--- src/rtl/mem_wb_stage.sv ---
// Memory-access stage and MEM/WB pipeline register: issues load/store requests on a
// req/ack word port, stalls upstream with freeze, and feeds the register-file write port.
module mem_wb_stage #(
  parameter logic [31:0] BASE_ADDR   = 32'd1024,
  parameter int          ADDR_W      = 16,
  parameter int          ACK_TIMEOUT = 64
) (
  input  logic              clk,
  input  logic              rst,
  input  logic              wb_en_in,
  input  logic              mem_r_en,
  input  logic              mem_w_en,
  input  logic [31:0]       alu_result,
  input  logic [31:0]       st_val,
  input  logic [3:0]        dest_in,
  output logic              mem_req,
  output logic              mem_we,
  output logic [ADDR_W-1:0] mem_addr,
  output logic [31:0]       mem_wdata,
  input  logic [31:0]       mem_rdata,
  input  logic              mem_ack,
  output logic              freeze,
  output logic              mem_err,
  output logic              writeBackEN,
  output logic [3:0]        Dest_WB,
  output logic [31:0]       Result_WB
);

  localparam int              CNT_W    = $clog2(ACK_TIMEOUT + 1);
  localparam logic [CNT_W-1:0] CNT_LAST = CNT_W'(ACK_TIMEOUT - 1);

  typedef enum logic {IDLE, ACCESS} state_t;

  state_t            state, state_n;
  logic [CNT_W-1:0]  cnt;
  logic              access, store, abort;
  logic [ADDR_W-1:0] word_addr;
  logic              wb_load;
  logic              wb_en_n;
  logic [31:0]       result_n;

  // A store wins when both enables are set, so store suppresses the load writeback.
  assign access    = mem_r_en | mem_w_en;
  assign store     = mem_w_en;
  assign word_addr = ADDR_W'((alu_result - BASE_ADDR) >> 2);
  assign abort     = (state == ACCESS) && !mem_ack && (cnt == CNT_LAST);

  always_comb begin
    // NOTE: every output of this block gets a default first so no path infers a latch.
    state_n  = state;
    freeze   = 1'b0;
    mem_err  = 1'b0;
    wb_load  = 1'b0;
    wb_en_n  = 1'b0;
    result_n = alu_result;
    case (state)
      IDLE: begin
        if (access) begin
          freeze  = 1'b1;
          state_n = ACCESS;
        end else begin
          wb_load = 1'b1;
          wb_en_n = wb_en_in;
        end
      end
      ACCESS: begin
        if (mem_ack) begin
          state_n  = IDLE;
          wb_load  = 1'b1;
          wb_en_n  = wb_en_in & ~store;
          result_n = store ? alu_result : mem_rdata;
        end else if (abort) begin
          state_n = IDLE;
          mem_err = 1'b1;
        end else begin
          freeze = 1'b1;
        end
      end
      default: state_n = IDLE;
    endcase
  end

  // NOTE: sequential state uses non-blocking assignments so all registers update together.
  always_ff @(posedge clk or posedge rst) begin
    if (rst) begin
      state       <= IDLE;
      cnt         <= '0;
      mem_req     <= 1'b0;
      mem_we      <= 1'b0;
      mem_addr    <= '0;
      mem_wdata   <= '0;
      writeBackEN <= 1'b0;
      Dest_WB     <= '0;
      Result_WB   <= '0;
    end else begin
      state       <= state_n;
      writeBackEN <= wb_en_n;
      if (wb_load) begin
        Dest_WB   <= dest_in;
        Result_WB <= result_n;
      end
      if (state == IDLE && access) begin
        mem_req   <= 1'b1;
        mem_we    <= store;
        mem_addr  <= word_addr;
        mem_wdata <= st_val;
        cnt       <= '0;
      end else if (state == ACCESS) begin
        // Request fields stay frozen until the access completes or is aborted.
        if (mem_ack || abort) mem_req <= 1'b0;
        else                  cnt     <= cnt + 1'b1;
      end
    end
  end

endmodule

--- config.mk ---
export PLATFORM = sky130hd
export DESIGN_NAME = mem_wb_stage
export DESIGN_NICKNAME = d
export VERILOG_FILES = /design/src/rtl/mem_wb_stage.sv
export SDC_FILE = /design/constraint.sdc
export NUM_CORES = 1
export LEC_CHECK = 0
export ABC_AREA = 0
export ABC_CLOCK_PERIOD_IN_PS = 3160
export BUFFER_PORTS_ARGS = -buffer_cell sky130_fd_sc_hd__buf_4
export CAP_MARGIN = 20
export CELL_PAD_IN_SITES_DETAIL_PLACEMENT = 1
export CELL_PAD_IN_SITES_GLOBAL_PLACEMENT = 1
export CORE_UTILIZATION = 31
export DETAILED_ROUTE_END_ITERATION = 8
export PLACE_DENSITY = 0.79
export SYNTH_ARGS = -nofsm -noshare
export SYNTH_HDL_FRONTEND = slang
export SYNTH_SLANG_ARGS = --single-unit
--- constraint.sdc ---
create_clock -name clk -period 3.16 [get_ports clk]
set_clock_uncertainty 0.1 [all_clocks]
set_input_delay 0.79 -clock clk [delete_from_list [all_inputs] [get_ports clk]]
set_output_delay 0.79 -clock clk [all_outputs]
set_load 0.02 [all_outputs]
==> summary.md <==
| Metric | Value |
|---|---|
| Status | `completed` |
| DR vias | `between 3000 and 4000` |
| Cells after DPL | `~730` |
| 1st-pass router iterations | `4` |
| Ant. Diodes | `0` |
| Crit path capture type | `primary output` |
| Initial antenna violation count | `0` |
| Worst-Margin Slew | `0.604 ns` |
| Num CTS Buffers | `9` |
| Clock tree buffer depth | `2` |
| Power per standard cell area | `~800 nW/µm²` |
| Synth unique cells | `42` |
| Main flop type after synthesis | `dfrtp_1` |
| Site Rows | `42` |
| Clock Sinks | `95` |
| Post-synth EDFFs | `0` |
| First-pass GRT wire length | `19.8 mm` |
| Int Pwr | `3.11 mW` |
| Post-Place Worst Slack | `0.499 ns` |
| Sequential Power Share | `38.1%` |
| WL final | `between 10 and 15 mm` |
| Peak Freq | `349 MHz` |
| Starting DRT DRC Count | `79` |
| Switching share of power | `between 30% and 40%` |
| I/O Pins | `195` |
| Peak supply drop | `between 0.4 and 0.5 mV` |
| Multi-input logic area | `1710 µm²` |
| Kind of critical path | `reg -> out` |
| Initial Util | `a little under a third` |
| Element type at the critical path start | `flop` |
| Number of global-route vias before repair | `between 3000 and 4000` |
| Antenna-violating nets left | `0` |
| Layout net count | `between 600 and 700` |
| Largest fanout on the critical path | `6` |
| Period utilization | `90.7%` |
| Post-Layout Cell Count | `750` |
| Hold Path Class | `in -> async` |
| Post-DP HPWL | `8.74 mm` |
| Buffers on Ports | `about 190` |
| FFs w/ async S/R, synth | `100%` |
| Area Overhead vs Synth | `46.2%` |
| PostCTS Resize Cnt | `0` |
| Worst Path Arrival | `between 1.5 and 2 ns` |
| Synthesis Warnings | `0` |
| Layout cells sized above 1 | `between 50% and 60%` |
| Die Area | `between 10000 and 15000 µm²` |
| LEAKAGE | `approximately 3.1 nW` |
| Combinational power share | `around 41%` |
| Post-Syn Area | `approximately 4200 µm²` |
| Reg area | `2380 µm²` |
| Largest net degree at the start of global routing | `between 60 and 70` |
| Synthesized Nets | `about 480` |
| Die width | `about 120 µm` |
| Cts hold-fix bufs | `0` |
| Worst r2r path cells | `3` |
| Post-DP Area | `a little under 6000 µm²` |
| Clock root cell | `clkbuf_16` |
| Fill cells | `1487` |
| Chip Height | `roughly 120 µm` |
| RSZ-0062 raised after global routing | `no` |
| Synthesized area per cell | `around 11 µm²` |
| GR Util All Layers | `roughly 18%` |
| Tmin final | `2.87 ns` |
| CP required | `about 2.3 ns` |
| Clock power frac | `about a fifth` |
| Switching pwr | `between 1.5 and 2 mW` |
| Final Setup Violations | `0` |
| Setup slack after layout | `around 0.29 ns` |
| Routed length per instance | `roughly 16 µm` |
| Clock latency on the worst-skew pair | `about 0.34 ns` |
| TritonCTS clock tree | `built` |
| Setup TNS Final | `0 ns` |
| Cell count after synthesis | `375` |
| # Max-Cap Violations | `0` |
| Via-per-instance ratio | `4.63` |
| Register clock-pin slew on the reported worst setup and hold paths | `approximately 0.07 ns` |
| H-Tree Depth | `3` |
| Final Wtd Congestion | `around 0.74` |
| Register area share after synthesis | `between 50 and 60%` |
| Core Region | `about 13000 µm²` |
| Slew Viols, Final | `0` |
| Rel. slew slack | `between 50% and 60%` |
| Synth Register Bits | `95` |
| Total gr overflow | `0` |
| Setup bufs post-CTS | `0` |
| DRC Markers | `0` |
| Final Instance Area | `around 6000 µm²` |
| Tightest hold margin | `between 0.2 and 0.25 ns` |
| Final hold vios | `0` |
==> cells in the mapped netlist, types with 3 or more instances <==
cell	count	area (µm²)
o21ai_0	8	40.0
buf_2	4	20.0
clkbuf_1	4	15.0
mux2i_1	4	40.0
mux2_2	66	743
dfrtp_1	95	2380
inv_1	6	22.5
nand2_1	131	492
buf_4	4	30.0
buf_1	4	15.0
a31oi_1	4	25.0
nor2_1	4	15.0
mux2_1	3	33.8
o211ai_1	3	22.5
==> worst max-delay path, cell delays in order, from the launching register on <==
cell,delay [ns]
dfrtp_1,0.39
ha_1,0.25
nand4_1,0.26
o21ai_1,0.41
nand2_1,0.14
buf_4,0.18
==> stage by stage <==
stage / total power, mW / utilization (%)
3_5_place_dp: 3.96 / 44.3
2_1_floorplan: 2.98 / -
4_1_cts: 5.01 / 46.4
3_3_place_gp: 3.88 / 44.3
5_1_grt: 5.24 / 46.4
6_report: 4.93 / 46.4
==> registers in the layout (all words and copies together) (netlist names) <==
signal       flops
writeBackEN      1
mem_wdata       32
mem_req          1
Result_WB       32
mem_addr        16
Dest_WB          4
state            1
cnt              7
mem_we           1
==> power groups by stage <==
stage               clock, mW  combinational [mW]  sequential (mW)
floorplan                   0               0.629             2.35
global placement            0                2.01             1.87
detailed placement          0                2.06             1.90
CTS                      1.06                2.07             1.88
global route             1.11                2.19             1.94
finish                   1.02                2.03             1.87
==> final timing paths <==
kind	start	slack, ns	end
setup / recovery	cnt[0]	0.29	freeze
hold / removal	rst	0.23	mem_wdata[20]
hold reg to reg	mem_addr[6]	0.38	mem_addr[6]
max in group asynchronous	rst	2.15	mem_addr[10]
min in group clk	mem_addr[6]	0.38	mem_addr[6]
setup reg to reg	state	1.13	Result_WB[25]
==> per-layer routing <==
layer	GRT usage, %	vias up	share of wire [%]	routed length [µm]
met5	0	-	0	0
met3	3.96	12	5.7	673
met1	20.9	1713	40	4750
li1	-	1643	-	-
met4	6.72	0	1.7	206
met2	32.3	104	52	6170
==> layout by cell type (no fill, tap or decap), types with 2 or more instances in the layout <==
cell          n
xnor2_1       2
clkinvlp_4    3
inv_1         5
nand2b_1      2
clkbuf_16     9
mux2_2       66
clkinv_2      2
mux2_1        3
ha_1          2
nor2_1        4
mux2i_1       4
buf_4       199
o21ai_0       7
a31oi_1       4
nand2_1     131
buf_12        2
or3_1         2
dfrtp_1      95
o211ai_1      3
or4_1         2
==> cell type report <==
cell class,instances,area share [%]
clock inverter,5,0.550
timing repair buffer,201,25.0
sequential,95,38.7
tap,176,3.58
clock buffer,11,3.95
multi-input combinational,256,27.8
inverter,6,0.428
==> cells by family (layout without fill, tap and decap cells) <==
group	count (synthesis)	count (layout)	share of synthesized area (%)
flops	95	95	56.6
simple gates	153	153	15.4
mux	73	73	19.4
buf+inv	24	223	2.98
xor+xnor	2	2	0.417
fa+ha+maj	2	2	0.595
compound gates	26	26	4.56
Note: power is estimated with default switching activity, not from simulation.
